## config.mk

```make
export PLATFORM = sky130hd
export DESIGN_NAME = alu_writeback_stage
export DESIGN_NICKNAME = d
export VERILOG_FILES = /design/src/rtl/alu_writeback_stage.sv
export SDC_FILE = /design/constraint.sdc
export NUM_CORES = 1
export LEC_CHECK = 0
export CAP_MARGIN = 0
export CORE_MARGIN = 3
export CORE_UTILIZATION = 43
export CTS_BUF_LIST = sky130_fd_sc_hd__clkbuf_8 sky130_fd_sc_hd__clkbuf_16
export DETAILED_ROUTE_END_ITERATION = 8
export GPL_ROUTABILITY_DRIVEN = 0
export PLACE_DENSITY_LB_ADDON = 0.08
export SETUP_SLACK_MARGIN = 0.15
export SLEW_MARGIN = 20
export SYNTH_ARGS = -nofsm -noshare
export SYNTH_HDL_FRONTEND = slang
export SYNTH_SLANG_ARGS = --single-unit
```

## constraint.sdc

```tcl
create_clock -name clk -period 3.9 [get_ports clk]
set_input_delay 0.585 -clock clk [delete_from_list [all_inputs] [get_ports clk]]
set_output_delay 0.585 -clock clk [all_outputs]
set_load 0.01 [all_outputs]
```

## src/rtl/alu_writeback_stage.sv

```systemverilog
// ALU writeback stage: small in-order FIFO of ALU results that drains into the
// register-file write port, commits NZCV on retire and reports pending writes.
module alu_writeback_stage #(
  parameter int DATA_W = 32,
  parameter int RD_W   = 4,
  parameter int DEPTH  = 2
) (
  input  logic                       clk,
  input  logic                       rst,
  input  logic                       in_valid,
  output logic                       in_ready,
  input  logic [DATA_W-1:0]          in_r1,
  input  logic [RD_W-1:0]            in_rd,
  input  logic                       in_wren,
  input  logic                       in_setflags,
  input  logic                       in_n,
  input  logic                       in_z,
  input  logic                       in_c,
  input  logic                       in_v,
  output logic                       wb_valid,
  input  logic                       wb_ready,
  output logic [DATA_W-1:0]          wb_data,
  output logic [RD_W-1:0]            wb_rd,
  output logic                       wb_en,
  output logic [3:0]                 nzcv,
  output logic [(1<<RD_W)-1:0]       pending_mask,
  output logic [$clog2(DEPTH):0]     count
);
  localparam int PW = $clog2(DEPTH);
  localparam int CW = PW + 1;

  typedef struct packed {
    logic [DATA_W-1:0] r1;
    logic [RD_W-1:0]   rd;
    logic              wren;
    logic              sf;
    logic [3:0]        flags;
  } entry_t;

  entry_t            mem_q [DEPTH];
  logic [PW-1:0]     wptr_q, rptr_q;
  logic [CW-1:0]     count_q, count_d;
  logic [3:0]        nzcv_q;
  logic              push, pop;
  entry_t            head;
  logic [PW-1:0]     off;
  logic [(1<<RD_W)-1:0] pend;

  assign in_ready = (count_q != CW'(DEPTH));
  assign wb_valid = (count_q != '0);
  assign push     = in_valid && in_ready;
  assign pop      = wb_valid && wb_ready;
  assign head     = mem_q[rptr_q];

  // Outputs are forced to zero while empty so stale slots never leak out.
  assign wb_data  = wb_valid ? head.r1   : '0;
  assign wb_rd    = wb_valid ? head.rd   : '0;
  assign wb_en    = wb_valid ? head.wren : 1'b0;
  assign nzcv     = nzcv_q;
  assign count    = count_q;

  always_comb begin
    count_d = count_q;
    if (push && !pop)      count_d = count_q + CW'(1);
    else if (!push && pop) count_d = count_q - CW'(1);
  end

  // A slot is occupied when its distance from the read pointer is below count.
  always_comb begin
    pend = '0;
    off  = '0;
    for (int j = 0; j < DEPTH; j++) begin
      off = PW'(j) - rptr_q;
      if ({1'b0, off} < count_q && mem_q[j].wren) pend[mem_q[j].rd] = 1'b1;
    end
  end
  assign pending_mask = pend;

  always_ff @(posedge clk) begin
    if (rst) begin
      wptr_q  <= '0;
      rptr_q  <= '0;
      count_q <= '0;
      nzcv_q  <= '0;
    end else begin
      if (push) begin
        mem_q[wptr_q] <= '{r1: in_r1, rd: in_rd, wren: in_wren, sf: in_setflags,
                           flags: {in_n, in_z, in_c, in_v}};
        wptr_q <= wptr_q + PW'(1);
      end
      if (pop) begin
        rptr_q <= rptr_q + PW'(1);
        if (head.sf) nzcv_q <= head.flags;
      end
      count_q <= count_d;
    end
  end
endmodule

```

# Yosys cells after proc, flatten, opt, wreduce, memory -nomap -nowiden
# Memories as Yosys holds them, arrays and structs flattened. A register that Yosys moved wholly into a read port is not among the register bits.
# Index checks and enable logic that the tools add are counted.
word_totals:
  mem_bits_rw: 84
  regBits: 8
  mem_count: 1
classes:
  n_eq_ne: 1
  n_reduce_logical: 13
  muxes: 16
  bitwise: 1
  n_addsub: 6
  magnitude_cmp: 6
memory_table:
  columns: ["name", "depth", "word_bits", "rd", "rd_clocked_by_memory_dff", "wr", "line_no", "text"]
  rows:
  - ["mem_q", 2, 42, 3, 1, 1, "40", "entry_t mem_q [DEPTH];"]
op_table:
  columns: ["op", "count"]
  rows:
  - ["2-to-1 mux 16 bit", 2]
  - ["2-to-1 mux 32 bit", 1]
  - ["OR 16 bit", 1]
  - ["< comparator 4 x 5 -> 1 bit, second input constant", 2]
  - ["demux 1 bit (select 4 bit)", 2]
  - [">= comparator 4 x 1 -> 1 bit, second input constant", 2]
  - ["logical AND 1 bit", 8]
  - ["2-to-1 mux 1 bit", 8]
  - ["< comparator 1 x 2 -> 1 bit", 2]
  - ["2-to-1 mux 2 bit", 2]
  - ["2-to-1 mux 4 bit", 1]
  - ["nonzero test 2 bit", 2]
  - ["adder 1 bit, second input constant", 2]
  - ["adder 2 x 1 -> 2 bit, second input constant", 1]
  - ["zero test 1 bit", 2]
  - ["!= test 2 bit, second input constant", 1]
  - ["AND reduction 2 bit", 1]
  - ["subtractor 1 bit, first input constant", 2]
  - ["subtractor 2 x 1 -> 2 bit, second input constant", 1]

# Longest topological paths before layout
logic_depth:
  ltp_word: 7
  mapped_depth: 9
  depth_no_buf: 8

# Worst setup path after synthesis
# No wires, ideal clock.
synth_path:
  path_type: "register to register"
  startpoint: "reg count_q[1] (netlist: count[1])"
  endpoint: "mem mem_q[1][0] (netlist bit), enable pin"
  path_stages_with_launch: 6
  required_time_ns: 3.397
  path_slack_ns: -0.557
  t_arrival_ns: 3.954
  n_path_buf: 1
  path_cell_list: "dfxtp_1 buf_2 nor2b_1 inv_1 nand2_1 nor3b_1"
synth_between:
  elab_chain_len: 5
synth_rtl:
  columns: ["item", "line_no", "text"]
  rows:
  - ["start: declaration", "42", "logic [CW-1:0] count_q, count_d;"]
  - ["start signal: assignment", "95", "count_q <= count_d;"]
  - ["!= test 2 bit", "49", "assign in_ready = (count_q != CW'(DEPTH));"]
  - ["net in_ready", "11", "output logic in_ready,"]
  - ["logical AND 1 bit", "51", "assign push = in_valid && in_ready;"]
  - ["2-to-1 mux 1 bit", "86", "if (push) begin"]
  - ["2-to-1 mux 1 bit", "80", "if (rst) begin"]
  - ["2-to-1 mux 1 bit (not written as such)", "87", "mem_q[wptr_q] <= '{r1: in_r1, rd: in_rd, wren: in_wren, sf: in_setflags,"]
  - ["end: declaration", "40", null]
# The timed path passes the listed nets, and every way through them passes these cells.

# Worst setup path after layout
layout_path:
  startpoint: "reg count_q[0] (netlist: count[0])"
  endpoint: "out pending_mask[10]"
layout_between:
  elab_chain_len: 5
layout_rtl:
  columns: ["item", "line_no", "text"]
  rows:
  - ["< comparator 1 x 2 -> 1 bit", "74", "if ({1'b0, off} < count_q && mem_q[j].wren) pend[mem_q[j].rd] = 1'b1;"]
  - ["logical AND 1 bit", "74", null]
  - ["2-to-1 mux 16 bit", "74", null]
  - ["OR 16 bit (no line)", null, null]
  - ["2-to-1 mux 16 bit *", "74", null]
  - ["end: declaration", "26", "output logic [(1<<RD_W)-1:0] pending_mask,"]
# Mark *: on every way between the ends. The rest lies on a longest branch, timed or not.

==> impl_metrics.toml <==
[timing]
whs_ns = 0.480
max_freq_mhz = 344
setup_tns_ns = 0
maxSlewViolCount = 0
clock_skew_ns = 0.00889
timing_hold_violations_final = 0
worst-slew-pin-transition_ns = 0.968
setup_slack_ns = 0.990
maxSlewHeadroom_pct = 35.3
setup-violations-final = 0
post-route-min-period_ns = 2.91
rsz0062_at_grt = "no"
finalCritPeriodShare_pct = 74.6

[grt]
antenna_found_initial = 0
grt_usage_pct = 15.2
grt_pass1_vias = 2431
grt_pass1_wl_microns = 11900
grt_overflow_total = 0
grt_max_degree = 43

[floorplan]
rows = 33
dieArea_sq_um = 9980
die_w_microns = 99.9
coreArea_sq_um = 8380
die_h_microns = 99.9
num_io_pins = 107
start_util_pct = 45.2

[placed_design]
dp_hpwl_microns = 5010
io_buffers = 106
pre_cts_slack_ns = 1.34
post_dp_cell_area_sq_um = 4970

[logic_synthesis]
netlist_instances = 257
synth-edff-count = 84
synthFlopType = "edfxtp_1"
syn_area_per_cell_sq_um = 14.8
ys_async_sr_fraction_pct = 0
ys_warn_count = 0
synth.ff_latch_count = 93
synth_nets = 304
yosysUniqueCellTypes = 30
syn_area_sq_um = 3790
seq_area_frac_synth_pct = 71.3

[layout]
antenna_cells = 0
multi_input_area_sq_um = 1020
area_growth_pct = 36.7
seqCellArea_sq_um = 2700
nNetsFinal = 413
post-route-util_pct = 61.8
layout-drive-gt1-share_pct = 7.01
n_fill_cell = 664
fin_area_sq_um = 5180

[clock_tree]
cts_buffers = 9
post_cts_buffers = 0
cts_resized = 0
cts.path.max_buffers = 2
clock-sinks = 93
ctsHoldBuffers = 0
cts_tree = "built"
clkLatencyLatePin_ns = 0.34
htree_levels = 3
root_buffer = "clkbuf_8"
path_clk_slew_ns = 0.09

[worst_setup_path]
path_buf_inv = 1
path_delay_family = "buffers and inverters"
cp_max_fo = 8
cpPeakStageDelay_ns = 0.61
crit_arrival_ns = 2.33
r2r-start = "count[1]$_SDFFE_PP0P_"
cp-end-kind = "output port"
crit_required_ns = 3.31
path_cells = "and2b_1, o2111ai_1, o32ai_1, clkdlybuf4s50_1"
critical_path.slowest_cell = "clkdlybuf4s50_1"
start_kind = "flop"
reg2reg_slack_ns = 1.83
worst-setup-path-type = "reg -> out"
setup.worst_path.start = "count[0]$_SDFFE_PP0P_"

[drt]
first_pass_iters = 4
drc = 0
wirelength_microns = 7530
via_per_inst = 5.21
avgRoutedWirePerCell_microns = 15.8
drt_first_iter_violations = 98
vias = 2479
ant_nets = 0

[pwr]
power_density_nw_per_um2 = 579
ir_drop_mv = 0.316
leakage_nw = 1.70

[run]
drv_cap = 0

[hold_path]
worstHoldStart = "nzcv[0]$_SDFFE_PP0P_"
hold_class = "reg -> reg"

[outcome]
outcome = "complete, no violations"
-- layout by cell type, fill, tap and decap left out, drive strengths merged, types with 4 or more instances in the layout --
master,instances
clkdlybuf4s50,106
edfxtp,84
nor2,42
mux2i,42
o22ai,12
clkbuf,9
dfxtp,9
inv,7
o21ai,7
or3,6
a21oi,6
o2111ai,5
clkinv,5
o32ai,4
buf,4
-- stage by stage --
stage / power (mW) / cells
finish: 3.00 / 476
global placement: 2.37 / 460
floorplan: 1.84 / 257
global route: 3.16 / 476
CTS: 3.05 / 476
detailed placement: 2.37 / 460
-- flip-flops by register name (all words and copies together) (netlist names), named ones only --
name	cells
mem_q	84
rptr_q	1
wptr_q	1
count	2
nzcv	4
-- worst reg2reg max path, delay by kind of cell (launching register included) --
family | cells | cell delay [ns]
AO/OA/AOI/OAI | 1 | 0.14
adder cells (fa/ha/maj) | 1 | 0.33
buffers and inverters | 2 | 0.14
flip-flops | 1 | 0.61
AND/OR/NAND/NOR | 3 | 0.78
-- metal layers --
| metal | GRT usage [%] | vias to the layer above | wire [microns] |
|---|---|---|---|
| li1 | - | 1189 | - |
| met1 | 19.6 | 1181 | 3250 |
| met2 | 25.0 | 94 | 3590 |
| met3 | 3.75 | 15 | 559 |
| met4 | 5.99 | 0 | 126 |
| met5 | 0 | - | 0 |
-- cell usage after synthesis (all sizes together) (4+ instances only) --
cell type  instances  area [sq um]
inv                7          26.3
or3                6          37.5
o21ai              7          38.8
o22ai             12          75.1
mux2i             42           424
edfxtp            84          2520
o2111ai            5          43.8
dfxtp              9           180
o32ai              4          35.0
buf               10          68.8
nor2              42           158
a21oi              6          30.0
-- worst paths after layout --
check	to	cells after the start
hold reg to reg	nzcv[0]$_SDFFE_PP0P_	2
hold / removal	nzcv[0]$_SDFFE_PP0P_	2
setup / recovery	pending_mask[10]	4
setup reg to reg	count[1]$_SDFFE_PP0P_	7
-- report_power, final --
group | leakage [nW] | internal [mW] | switching (mW)
registers | 0.844 | 1.18 | 0.0922
logic | 0.753 | 0.557 | 0.505
clock network | 0.108 | 0.358 | 0.307
-- final cells by class --
type | count | area share [%]
multi-input cells | 145 | 19.6
repair buffers | 110 | 21.1
clock buffers | 9 | 2.39
flip-flops and latches | 93 | 52.2
clock inverters | 7 | 1.74
well taps | 105 | 2.54
inverters | 7 | 0.507
-- kinds of logic after synthesis --
kind of cell | after synthesis | share of synthesized area, %
adders and majority gates | 1 | 0.330
muxes | 42 | 11.2
xor gates and xnor gates | 3 | 0.693
DFF | 93 | 71.3
and+or+nand+nor | 64 | 7.72
buffers and inverters | 19 | 2.71
AOI/OAI and AO/OA | 35 | 6.07
Power figures use the tool's default switching activity.
